**src/rtl/led_pattern_pkg.sv**
```systemverilog
// Shared types for the LED pattern generator: mode encoding, duty width and mode sequencing.
package led_pattern_pkg;

   localparam int unsigned DUTY_W = 8;

   typedef enum logic [1:0] {
      MODE_COUNT   = 2'd0,
      MODE_SHIFT   = 2'd1,
      MODE_BOUNCE  = 2'd2,
      MODE_BREATHE = 2'd3
   } mode_e;

   // BOUNCE wraps to COUNT when the breathe mode is not built in.
   function automatic mode_e next_mode(input mode_e cur, input logic breathe_en);
      case (cur)
         MODE_COUNT:  return MODE_SHIFT;
         MODE_SHIFT:  return MODE_BOUNCE;
         MODE_BOUNCE: return breathe_en ? MODE_BREATHE : MODE_COUNT;
         default:     return MODE_COUNT;
      endcase
   endfunction

endpackage

```
**src/rtl/key_debounce.sv**
```systemverilog
// Active-low push-button conditioner: 2-FF synchronizer, stability counter and
// a one-cycle press pulse on each accepted 1->0 transition.
module key_debounce #(
   parameter int unsigned DEB_W = 16
) (
   input  logic clk,
   input  logic rst,
   input  logic key,
   output logic press
);

   logic             sync1;
   logic             sync2;
   logic             level;
   logic [DEB_W-1:0] cnt;
   logic [1:0]       fill;
   logic             armed;

   // A key held through reset never reached the synchronizer as a high sample,
   // so presses stay disarmed until a real released level has been seen.
   always_ff @(posedge clk) begin
      if (rst) begin
         sync1 <= 1'b1;
         sync2 <= 1'b1;
         level <= 1'b1;
         cnt   <= '0;
         fill  <= '0;
         armed <= 1'b0;
         press <= 1'b0;
      end else begin
         sync1 <= key;
         sync2 <= sync1;
         fill  <= {fill[0], 1'b1};
         press <= 1'b0;
         if (fill[1] && sync2) armed <= 1'b1;
         if (sync2 == level) begin
            cnt <= '0;
         end else if (&cnt) begin
            cnt   <= '0;
            level <= sync2;
            press <= armed && !sync2;
         end else begin
            cnt <= cnt + DEB_W'(1);
         end
      end
   end

endmodule

```
**src/rtl/led_pattern_gen.sv**
```systemverilog
// LED pattern generator: COUNT / SHIFT / BOUNCE (and BREATHE when LED_PATTERN_BREATHE_EN
// is defined) selected by a debounced push-button, stepped by a 2^STEP_W prescaler.
module led_pattern_gen
   import led_pattern_pkg::*;
#(
   parameter int unsigned LED_W  = 8,
   parameter int unsigned STEP_W = 23,
   parameter int unsigned DEB_W  = 16
) (
   input  logic             CLK,
   input  logic             RST,
   input  logic             KEY_MODE,
   input  logic             HOLD,
   output logic [LED_W-1:0] LED,
   output logic [1:0]       MODE,
   output logic             STEP
);

`ifdef LED_PATTERN_BREATHE_EN
   localparam logic BREATHE_EN = 1'b1;
`else
   localparam logic BREATHE_EN = 1'b0;
`endif

   logic              press;
   logic              tick_c;
   mode_e             mode_q,  mode_d;
   logic [LED_W-1:0]  led_q,   led_d;
   logic [STEP_W-1:0] presc_q, presc_d;
   logic              step_q,  step_d;
   logic              bdir_q,  bdir_d;
`ifdef LED_PATTERN_BREATHE_EN
   logic [DUTY_W-1:0] duty_q,  duty_d;
   logic              ddir_q,  ddir_d;
   logic [DUTY_W-1:0] pwm_q;
`endif

   key_debounce #(.DEB_W(DEB_W)) u_key (
      .clk   (CLK),
      .rst   (RST),
      .key   (KEY_MODE),
      .press (press)
   );

   assign tick_c = !HOLD && (&presc_q);

   always_ff @(posedge CLK) begin
      if (RST) begin
         mode_q  <= MODE_COUNT;
         led_q   <= '0;
         presc_q <= '0;
         step_q  <= 1'b0;
         bdir_q  <= 1'b1;
`ifdef LED_PATTERN_BREATHE_EN
         duty_q  <= '0;
         ddir_q  <= 1'b1;
         pwm_q   <= '0;
`endif
      end else begin
         mode_q  <= mode_d;
         led_q   <= led_d;
         presc_q <= presc_d;
         step_q  <= step_d;
         bdir_q  <= bdir_d;
`ifdef LED_PATTERN_BREATHE_EN
         duty_q  <= duty_d;
         ddir_q  <= ddir_d;
         pwm_q   <= pwm_q + DUTY_W'(1);
`endif
      end
   end

   // A mode advance takes priority over a coincident step tick.
   always_comb begin
      mode_d  = mode_q;
      led_d   = led_q;
      presc_d = presc_q;
      step_d  = 1'b0;
      bdir_d  = bdir_q;
`ifdef LED_PATTERN_BREATHE_EN
      duty_d  = duty_q;
      ddir_d  = ddir_q;
`endif
      if (press) begin
         mode_d  = next_mode(mode_q, BREATHE_EN);
         presc_d = '0;
         bdir_d  = 1'b1;
         led_d   = (mode_d == MODE_SHIFT || mode_d == MODE_BOUNCE) ? LED_W'(1) : '0;
`ifdef LED_PATTERN_BREATHE_EN
         duty_d  = '0;
         ddir_d  = 1'b1;
`endif
      end else begin
         if (!HOLD) presc_d = presc_q + STEP_W'(1);
         if (tick_c) begin
            step_d = 1'b1;
            case (mode_q)
               MODE_COUNT: led_d = led_q + LED_W'(1);
               MODE_SHIFT: led_d = {led_q[LED_W-2:0], led_q[LED_W-1]};
               MODE_BOUNCE: begin
                  if (bdir_q) begin
                     if (led_q[LED_W-1]) begin
                        led_d  = led_q >> 1;
                        bdir_d = 1'b0;
                     end else begin
                        led_d  = led_q << 1;
                     end
                  end else begin
                     if (led_q[0]) begin
                        led_d  = led_q << 1;
                        bdir_d = 1'b1;
                     end else begin
                        led_d  = led_q >> 1;
                     end
                  end
               end
               default: begin
`ifdef LED_PATTERN_BREATHE_EN
                  if (ddir_q) begin
                     if (&duty_q) begin
                        duty_d = duty_q - DUTY_W'(1);
                        ddir_d = 1'b0;
                     end else begin
                        duty_d = duty_q + DUTY_W'(1);
                     end
                  end else begin
                     if (duty_q == '0) begin
                        duty_d = DUTY_W'(1);
                        ddir_d = 1'b1;
                     end else begin
                        duty_d = duty_q - DUTY_W'(1);
                     end
                  end
`endif
               end
            endcase
         end
`ifdef LED_PATTERN_BREATHE_EN
         // PWM output follows the free-running counter even while HOLD freezes the duty.
         if (mode_q == MODE_BREATHE) led_d = {LED_W{pwm_q < duty_q}};
`endif
      end
   end

   assign LED  = led_q;
   assign MODE = mode_q;
   assign STEP = step_q;

endmodule

```
**config.mk**
```make
export PLATFORM = sky130hd
export DESIGN_NAME = led_pattern_gen
export DESIGN_NICKNAME = d
export VERILOG_FILES = /design/src/rtl/led_pattern_pkg.sv /design/src/rtl/key_debounce.sv /design/src/rtl/led_pattern_gen.sv
export SDC_FILE = /design/constraint.sdc
export NUM_CORES = 1
export LEC_CHECK = 0
export BUFFER_PORTS_ARGS = -buffer_cell sky130_fd_sc_hd__buf_2
export CORE_ASPECT_RATIO = 1.5
export CORE_MARGIN = 3
export CORE_UTILIZATION = 54
export CTS_CLUSTER_SIZE = 25
export DETAILED_ROUTE_END_ITERATION = 7
export PLACE_DENSITY_LB_ADDON = 0.1
export SLEW_MARGIN = 20
export SYNTH_ARGS = -nofsm -noshare
export SYNTH_HDL_FRONTEND = slang
export SYNTH_SLANG_ARGS = --single-unit
```
**constraint.sdc**
```tcl
create_clock -name CLK -period 2 [get_ports CLK]
set_input_delay 0.1 -clock CLK [delete_from_list [all_inputs] [get_ports CLK]]
set_output_delay 0.1 -clock CLK [all_outputs]
set_load 0.1 [all_outputs]
```
==> summary.md, run 1 <==
| Metric | Value |
|---|---|
| Layout cell share with drive strength beyond 1 | `0.1833` |
| Post-synthesis compound-gate area fraction | `0.1125` |
| Syn nets | `between 300 and 400` |
| Setup tns final | `0 ns` |
| Delay of the slowest critical-path stage | `around 0.4 ns` |
| IO Count | `15` |
| Port Buffers | `14` |
| Seq/Total Area, Yosys | `0.4095` |
| Netlist Area Pre-Place | `2835 um^2` |
| Area Overhead vs Synth | `13.86%` |
| Async S/R FF share, synth | `0` |
| Gr ovfl total | `0` |
| Die X | `65.17 um` |
| Pin count of the biggest net entering global routing | `29` |
| Routed WL | `roughly 5600 um` |
| Initial cell density of the core | `0.5711` |
| Vias | `about 2300` |
| DRC | `0` |
| VDD IR max | `~0.46 mV` |
| Adder-Cell Fraction of Synth Area | `0.03089` |
| Cell Pwr Density | `between 600 and 700 nW/um^2` |
| Core ar. | `between 4000 and 5000 um^2` |
| Fillers | `a little under 500` |
| Least-Margin Pin Slew | `0.5581 ns` |
| CTS HTree Levels | `3` |
| Routability cong. | `0.8435` |
| CP arrival | `a little over 2 ns` |
| Mapped Cells | `roughly 330` |
| Final std cells w/o fill | `between 400 and 500` |
| Clock-pin slew on the worst setup and hold paths | `roughly 0.07 ns` |
| Multiplexer area fraction after synthesis | `0.01809` |
| WL/cell | `approximately 13 um` |
| CTS Root Cell | `clkbuf_8` |
| WS Path Type | `flop to flop` |
| Worst-path cell chain | `inv_4 > ha_4 > or2_4 > o211ai_1 > nor3_4 > o21ai_0 > a31o_1` |
| Simple-gate share of the synthesized area | `0.2789` |
| Final Power | `between 2 and 2.5 mW` |
| Fin crit share | `0.8950` |
| Die area | `6174 um^2` |
| Area fraction of the dominant cell type after synthesis | `0.4095` |
| Post-CTS Setup Inserts | `0` |
| Syn avg cell area | `between 8 and 9 um^2` |
| Seq cells post-synth | `58` |
| CTS buffer count | `9` |
| Post-synth EDFFs | `0` |
| Synth unique cells | `53` |
| Max-slew violation count | `0` |
| Worst-path fanout max | `10` |
| Worst min path class | `input pin to flop` |
| Unrepaired setup endpoints after global routing | `false` |
| Slowest stage cell, crit path | `nor3_4` |
| MaxCap Viol Count | `0` |
| Largest family of logic cells by synthesized area | `simple AND/OR/NAND/NOR gates` |
| Final Net Count | `about 370` |
| Die Height | `roughly 95 um` |
| Crit start category | `flop` |
| Initial DRC count | `roughly 130` |
| Skew-Pair Late Insertion Delay | `approximately 0.34 ns` |
| Status | `finished clean` |
| Synth Warn # | `0` |
| Most frequent cell after synthesis | `dfxtp_1` |
| Setup Skew | `~0.003 ns` |
| Clock sink count | `between 50 and 60` |
| Antenna Cells | `0` |
| TritonCTS clock tree | `built` |
| Min cycle time layout | `1.790 ns` |
| DP Worst Slack | `~0.14 ns` |
| Leading area contributor after synthesis | `dfxtp_1` |
| Most frequent cells after synthesis | `dfxtp_1 (58), nor2_1 (52), xnor2_1 (19), nand2_1 (18), nand3_1 (16)` |
| Cells after DPL | `409` |
| Max Fclk | `about 560 MHz` |
| Cell row count | `31` |
| GRT Overall Usage | `0.2006` |
| WHS | `~0.073 ns` |
| Final Hold Fails | `0` |
| Leakage | `roughly 1.1 nW` |
| Post-synthesis xor/xnor area fraction | `0.1050` |
| Critical path required time | `2.23 ns` |
| Vias per cell | `5.472` |
| Initial antenna violation count | `0` |
| Main flop type after synthesis | `dfxtp_1` |
| Setup crit end kind | `flop` |
| Relative slew slack | `0.6279` |
| DRT Pass-1 Iters | `4` |
| CTS Buffer Depth | `2` |
| Vias in the first global route | `2239` |
| Final Setup Violations | `0` |
| First-pass GRT wire length | `slightly below 10000 um` |
| Synth area leaders | `dfxtp_1 (41%), nor2_1 (6.9%), xnor2_1 (5.9%)` |
| Post-detail-place hpwl | `3972 um` |
| Final ANT Viol Nets | `0` |
| Post-route setup slack | `0.2100 ns` |
-- layout make-up --
cell class                 count  area [um^2]  share of cell area
clock inverter                 6        42.54             0.01318
inverter                      13        51.30             0.01589
multi-input combinational    247         1579              0.4891
tap                           66        82.58             0.02558
clock buffer                  10        137.6             0.04264
sequential                    58         1172              0.3632
timing repair buffer          26        162.7             0.05039
-- worst paths after layout --
kind / depth (start not counted) / endpoint / start / slack (ns)
setup reg to reg: 7 / LED[6] / MODE[0] / 0.21
hold / removal: 2 / MODE[0] / RST / 0.07
setup / recovery: 7 / LED[6] / MODE[0] / 0.21
hold reg to reg: 1 / u_key.sync2 / u_key.sync1 / 0.42
-- critical path: cells and delay by family, from the launching register on --
kind | cells | cell delay, ns
adders and majority gates | 1 | 0.19
and+or+nand+nor | 2 | 0.54
DFF | 1 | 0.37
AOI/OAI and AO/OA | 3 | 0.53
buffers and inverters | 1 | 0.06
-- power breakdown --
group	switching, mW	internal [mW]	total (mW)
clock network	0.484	0.481	0.966
registers	0.00650	1.16	1.17
logic	0.0261	0.0161	0.0423
-- cells in the final DEF, fill, tap and decap left out, drive strengths merged, types with 3 or more instances in the layout --
cell type	instances
o211ai	4
xor2	15
ha	7
dfxtp	58
o31ai	3
nand2b	3
nand4	14
nor4	3
and4	5
mux2i	4
o21ai	13
clkbuf	10
and3	3
nor2b	3
nand3	16
a21oi	15
nor3	15
clkinv	4
xnor2	19
buf	25
nor2	52
or2	6
inv	13
nand2	18
or3	7
-- sequential cells by signal (all words and copies together) (netlist names) --
signal,flops
MODE,2
LED,8
presc_q,23
u_key.sync1,1
u_key.sync2,1
u_key.cnt,16
u_key.press,1
STEP,1
bdir_q,1
u_key.fill,2
u_key.armed,1
u_key.level,1
-- timing repair --
| action | CTS | global route |
|---|---|---|
| hold buffers | 1 | 0 |
| hold endpoints to repair | 1 | 0 |
| resized for setup | 0 | 1 |
| endpoints found under the setup margin | 0 | 3 |
-- through the flow --
| stage | util | cell area [um^2] |
|---|---|---|
| after floorplan | - | 2889 |
| after global placement | 0.6109 | 3033 |
| after detailed placement | 0.6109 | 3033 |
| after CTS | 0.6492 | 3223 |
| after global routing | 0.6502 | 3228 |
| final | 0.6502 | 3228 |
-- cells by family after synthesis --
family / after synthesis
buffers and inverters: 28
and+or+nand+nor: 151
muxes: 5
DFF: 58
AOI/OAI and AO/OA: 50
adders and majority gates: 7
xor gates and xnor gates: 34
-- routing by layer --
layer / track usage / up-vias / share of wire
li1: - / 1215 / -
met1: 0.2313 / 1068 / 0.44
met2: 0.3457 / 39 / 0.50
met3: 0.05714 / 9 / 0.037
met4: 0.07958 / 0 / 0.015
met5: 0 / - / 0
Power figures use the tool's default switching activity.
==> inputs of run 2 (changes only) <==
--- a/config.mk
+++ b/config.mk
@@ -11,7 +11,7 @@
 export CORE_UTILIZATION = 54
 export CTS_CLUSTER_SIZE = 25
 export DETAILED_ROUTE_END_ITERATION = 7
-export PLACE_DENSITY_LB_ADDON = 0.1
+export PLACE_DENSITY = 0.84
 export SLEW_MARGIN = 20
 export SYNTH_ARGS = -nofsm -noshare
 export SYNTH_HDL_FRONTEND = slang
==> summary.md, run 2 (same netlist as run 1, synthesis figures left out) <==
| Metric | Value |
|---|---|
| Final Hold Fails | `0 (unchanged)` |
| Initial antenna violation count | `0 (unchanged)` |
| Final Setup Violations | `0 (unchanged)` |
| Post-route setup slack | `0.1495 ns (-0.06050 ns)` |
| Antenna Cells | `0 (unchanged)` |
| Largest register FFs | `23 (unchanged)` |
| Setup Skew | `0.005030 ns (+0.002089 ns)` |
| Cell row count | `31 (unchanged)` |
| Worst min path class | `input pin to flop` |
| Final Power | `2.264 mW (+4.0%)` |
| Most frequent cells in the layout | `dfxtp_1 (53), nor2_1 (52), xnor2_1 (19)` |
| Min cycle time layout | `1.850 ns (+0.06050 ns)` |
| Gr ovfl total | `0 (unchanged)` |
| Die X | `65.17 um (unchanged)` |
| Status | `finished clean` |
| TritonCTS clock tree | `built` |
| Max Fclk | `540.4 MHz (-3.3%)` |
| Port Buffers | `14 (unchanged)` |
| WHS | `0.07555 ns (+0.002551 ns)` |
| Clock-pin slew on the worst setup and hold paths | `0.06 ns (about the same)` |
| CTS buffer count | `9 (unchanged)` |
| WS Path Type | `flop to flop` |
| Setup tns final | `0 ns (unchanged)` |
| Pin count of the biggest net entering global routing | `29 (unchanged)` |
| Leakage | `1.122 nW (-1.7%)` |
| Clock sink count | `58 (unchanged)` |
| CTS HTree Levels | `3 (unchanged)` |
| Least-Margin Pin Slew | `0.5438 ns (-0.01431 ns)` |
| CTS Root Cell | `clkbuf_8` |
| DP Worst Slack | `0.1272 ns (-0.01611 ns)` |
| Skew-Pair Late Insertion Delay | `0.33 ns (about the same)` |
| Post-CTS Setup Inserts | `0 (unchanged)` |
| Vias in the first global route | `2274 (+1.6%)` |
| Area Overhead vs Synth | `12.67%` |
| Cell Pwr Density | `708.9 nW/um^2 (+5.1%)` |
| Initial DRC count | `88 (-33%)` |
| Worst-path fanout max | `7 (-3)` |
| Die area | `6174 um^2 (unchanged)` |
| Layout cell share with drive strength beyond 1 | `0.1667 (-0.01667)` |
| Vias | `2342 (+0.47%)` |
| Core ar. | `4965 um^2 (unchanged)` |
| Most common cell after layout, fill and taps aside | `dfxtp_1` |
| GRT Overall Usage | `0.1996 (-0.001034)` |
| Unrepaired setup endpoints after global routing | `false` |
| Final ANT Viol Nets | `0 (unchanged)` |
| Fin crit share | `0.9252 (+0.03025)` |
| Routability cong. | `0.8971 (+6.4%)` |
| Final Net Count | `360 (-1.6%)` |
| IO Count | `15 (unchanged)` |
| WL/cell | `13.10 um (+0.39%)` |
| Largest Register | `presc_q` |
| Relative slew slack | `0.6375 (+0.009540)` |
| Initial cell density of the core | `0.5711 (unchanged)` |
| Setup crit end kind | `flop` |
| MaxCap Viol Count | `0 (unchanged)` |
| Critical path required time | `2.20 ns (-0.03 ns)` |
| Core Util, Final | `0.6434 (-0.006805)` |
| Die Height | `94.75 um (unchanged)` |
| VDD IR max | `0.7069 mV (+53%)` |
| Hold path depth | `3 (+1)` |
| CTS Buffer Depth | `2 (unchanged)` |
| Crit start category | `flop` |
| Worst R2R Path Depth | `5 (-2)` |
| First-pass GRT wire length | `9694 um (-0.29%)` |
| Routed WL | `5502 um (-1.0%)` |
| CP arrival | `2.05 ns (+0.03 ns)` |
| Max-slew violation count | `0 (unchanged)` |
| DRT Pass-1 Iters | `4 (unchanged)` |
| DRC | `0 (unchanged)` |
| Post-detail-place hpwl | `3811 um (-4.1%)` |
| Vias per cell | `5.576 (+1.9%)` |
==> run 2: cell types whose count changed in the layout (fill, tap and decap cells not counted), sizes merged <==
cell      previous run  this run
clkinvlp             2         0
clkbuf              10        11
bufinv               0         1
buf                 25        19
==> run 2: cell type report <==
class / instances / area [um^2]
fill: 434 / 1770
multi-input combinational: 247 / 1575
sequential: 58 / 1172
clock buffer: 11 / 141.4
timing repair buffer: 20 / 117.6
tap: 66 / 82.58
clock inverter: 5 / 53.80
inverter: 13 / 51.30
==> run 2: critical path, cell delays in order (launching register included) <==
cell	delay, ns
dfxtp_1	0.38
and4_1	0.30
nand4_1	0.23
or3_1	0.49
o211ai_1	0.22
o31ai_1	0.09
==> run 2: timing repair <==
action | CTS | global route
setup endpoints to repair | 0 | 3
endpoints found under the hold margin | 1 | 0
gates resized for setup | 0 | 1
hold buffers | 1 | 0
==> run 2: metrics by stage <==
step | area [um^2] | std cells
3_5_place_dp | 2988 | 403
4_1_cts | 3193 | 420
5_1_grt | 3194 | 420
2_1_floorplan | 2889 | 333
6_report | 3194 | 420
3_3_place_gp | 2988 | 403
==> run 2: power by group <==
part	leakage [nW]	internal, mW	switching, mW
Combinational	0.547	0.0155	0.0261
Sequential	0.472	1.16	0.00661
Clock	0.103	0.605	0.449
==> run 2: routing by layer <==
metal | routed length, um | track usage
met5 | 0 | 0
met4 | 150 | 0.09689
met3 | 165 | 0.04762
met2 | 2816 | 0.3474
met1 | 2369 | 0.2253
==> run 2: path summary, 6_finish.rpt <==
path / start / end / slack, ns
worst min-delay path: HOLD / presc_q[0] / 0.08
worst max-delay path: presc_q[15] / LED[2] / 0.15
worst max register to register: presc_q[15] / LED[2] / 0.15
worst min register to register: u_key.sync1 / u_key.sync2 / 0.42
==> inputs of run 3 (changes only) <==
==> constraint.sdc (replaced) <==
create_clock -name CLK -period 2 [get_ports CLK]
set_input_delay 0.3 -clock CLK [delete_from_list [all_inputs] [get_ports CLK]]
set_output_delay 0.3 -clock CLK [all_outputs]
set_load 0.1 [all_outputs]
==> summary.md, run 3 (same netlist as run 1, synthesis figures left out) <==
| Metric | Value |
|---|---|
| Cell Pwr Density | `756.4 nW/um^2 (+6.7%)` |
| Least-Margin Pin Slew | `0.5432 ns (-0.0006067 ns)` |
| Post-detail-place hpwl | `3901 um (+2.4%)` |
| CP arrival | `2.06 ns (about the same)` |
| Vias per cell | `5.610 (+0.61%)` |
| Cell internal pwr | `1.954 mW (+9.6%)` |
| Worst-path fanout max | `10 (+3)` |
| Largest Register | `presc_q` |
| Port Buffers | `14 (unchanged)` |
| TritonCTS clock tree | `built` |
| Skew-Pair Late Insertion Delay | `0.34 ns (about the same)` |
| Routed wl met2 | `2873 um (+2.0%)` |
| Initial DRC count | `144 (+64%)` |
| Antenna Cells | `0 (unchanged)` |
| Final Power | `2.448 mW (+8.1%)` |
| Post-route setup slack | `0.1738 ns (+0.02424 ns)` |
| Min cycle time layout | `1.826 ns (-0.02424 ns)` |
| Pin count of the biggest net entering global routing | `29 (unchanged)` |
| Unrepaired setup endpoints after global routing | `false` |
| VDD IR max | `0.6464 mV (-8.6%)` |
| Leakage | `1.144 nW (+2.0%)` |
| IO Count | `15 (unchanged)` |
| WL/cell | `13.32 um (+1.6%)` |
| Worst min path class | `input pin to flop` |
| Fin crit share | `0.9131 (-0.01212)` |
| MaxCap Viol Count | `0 (unchanged)` |
| Setup crit end kind | `flop` |
| Buf/Inv on CP | `1 (+1)` |
| Setup Skew | `0.009722 ns (+0.004692 ns)` |
| Slowest stage cell, crit path | `nor3_4` |
| Cell row count | `31 (unchanged)` |
| Top layer in use | `met4` |
| Initial antenna violation count | `0 (unchanged)` |
| Initial cell density of the core | `0.5711 (unchanged)` |
| Routability cong. | `0.8745 (-2.5%)` |
| Comb pwr share | `0.016 (-0.002)` |
| Most frequent cells in the layout | `dfxtp_1 (53), nor2_1 (52), xnor2_1 (19)` |
| Crit start category | `flop` |
| Clock-pin slew on the worst setup and hold paths | `0.07 ns (about the same)` |
| Max-slew violation count | `0 (unchanged)` |
| WL met1 | `2350 um (-0.80%)` |
| PostCTS Resize Cnt | `0 (unchanged)` |
| Relative slew slack | `0.6379 (about the same)` |
| Sw Pwr | `0.4932 mW (+2.5%)` |
| Final Hold Fails | `0 (unchanged)` |
| Die Height | `94.75 um (unchanged)` |
| CTS Buffer Depth | `2 (unchanged)` |
| DP Worst Slack | `0.1138 ns (-0.01346 ns)` |
| Core ar. | `4965 um^2 (unchanged)` |
| Vias in the first global route | `2297 (+1.0%)` |
| Clock power share | `0.506 (+0.041)` |
| Area Overhead vs Synth | `14.12%` |
| Routed WL | `5606 um (+1.9%)` |
| Net Sw Frac | `0.2015 (-0.01110)` |
| Gr ovfl total | `0 (unchanged)` |
| Final Setup Violations | `0 (unchanged)` |
| DR WL met3 | `210 um (+27%)` |
| Clock sink count | `58 (unchanged)` |
| Delay of the slowest critical-path stage | `0.41 ns (-0.08 ns)` |
| CP top delay family | `simple AND/OR/NAND/NOR gates` |
| First-pass GRT wire length | `9749 um (+0.57%)` |
| Hold buffer count at CTS | `0 (-1)` |
| Worst-path cell chain | `inv_4 > ha_4 > or2_4 > o211ai_1 > nor3_4 > o21ai_0 > a31o_1` |
| CTS HTree Levels | `3 (unchanged)` |
| CTS Root Cell | `clkbuf_8` |
| Critical path required time | `2.23 ns (+0.03 ns)` |
| CTS buffer count | `9 (unchanged)` |
| Vias | `2362 (+0.85%)` |
| Seq pwr share | `0.478 (-0.038)` |
| Setup tns final | `0 ns (unchanged)` |
| DRC | `0 (unchanged)` |
| Final ANT Viol Nets | `0 (unchanged)` |
| DRT Pass-1 Iters | `4 (unchanged)` |
| Post-CTS Setup Inserts | `0 (unchanged)` |
| Largest register FFs | `23 (unchanged)` |
| Placed Area | `3003 um^2 (+0.50%)` |
| Final Net Count | `361 (+0.28%)` |
| GRT Overall Usage | `0.2034 (+0.003747)` |
| Status | `finished clean` |
| Max Fclk | `547.6 MHz (+1.3%)` |
| Die X | `65.17 um (unchanged)` |
| Design area | `3236 um^2 (+1.3%)` |
| WS Path Type | `flop to flop` |
| Layout cell share with drive strength beyond 1 | `0.1690 (+0.002347)` |
| Die area | `6174 um^2 (unchanged)` |
| Most common cell after layout, fill and taps aside | `dfxtp_1` |
## run 3: changes by cell type in the layout (fill, tap and decap cells not counted)
| cell | change |
|---|---|
| buf_4 | +2 |
| clkinv_2 | -2 |
| and4_1 | +1 |
| and4_2 | -1 |
| bufinv_16 | +1 |
| clkbuf_1 | +1 |
| clkbuf_16 | +1 |
| clkbuf_8 | -1 |
| clkinv_4 | -1 |
| dlygate4sd3_1 | -1 |
| inv_4 | +1 |
| or3_1 | -1 |
| or3_4 | +1 |
## run 3: worst paths after layout
check,slack (ns),start,cells after the start,end
max,0.17,MODE[0],7,LED[6]
max reg2reg,0.17,MODE[0],7,LED[6]
min,0.14,KEY_MODE,2,u_key.sync1
min reg2reg,0.42,u_key.sync1,1,u_key.sync2
## run 3: power by group through the flow
stage / Combinational (mW) / Clock, mW / Sequential (mW)
6_report: 0.0402 / 1.24 / 1.17
5_1_grt: 0.0457 / 1.31 / 1.17
4_1_cts: 0.0414 / 1.27 / 1.17
3_5_place_dp: 0.0411 / 0 / 1.20
3_3_place_gp: 0.0397 / 0 / 1.19
2_1_floorplan: 0.0297 / 0 / 1.19
## run 3: through the flow
stage	util	cells	hold WS [ns]
6_report	0.6517	421	0.1446
5_1_grt	0.6517	421	0.1417
3_5_place_dp	0.6048	405	0.4098
2_1_floorplan	-	333	0.3895
4_1_cts	0.6507	421	0.1346
3_3_place_gp	0.6048	405	0.3997
## run 3: layout make-up
class,count,area [um^2]
inverters,13,51.30
clock inverters,4,71.32
repair buffers,21,122.6
flip-flops and latches,58,1172
clock buffers,12,156.4
well taps,66,82.58
multi-input cells,247,1579
fillers,447,1729
## run 3: layer usage
metal  vias to the layer above  global-route usage
li1                       1201                   -
met1                      1100              0.2217
met2                        46              0.3466
met3                        15             0.04881
met4                         0              0.1315
met5                         -                   0
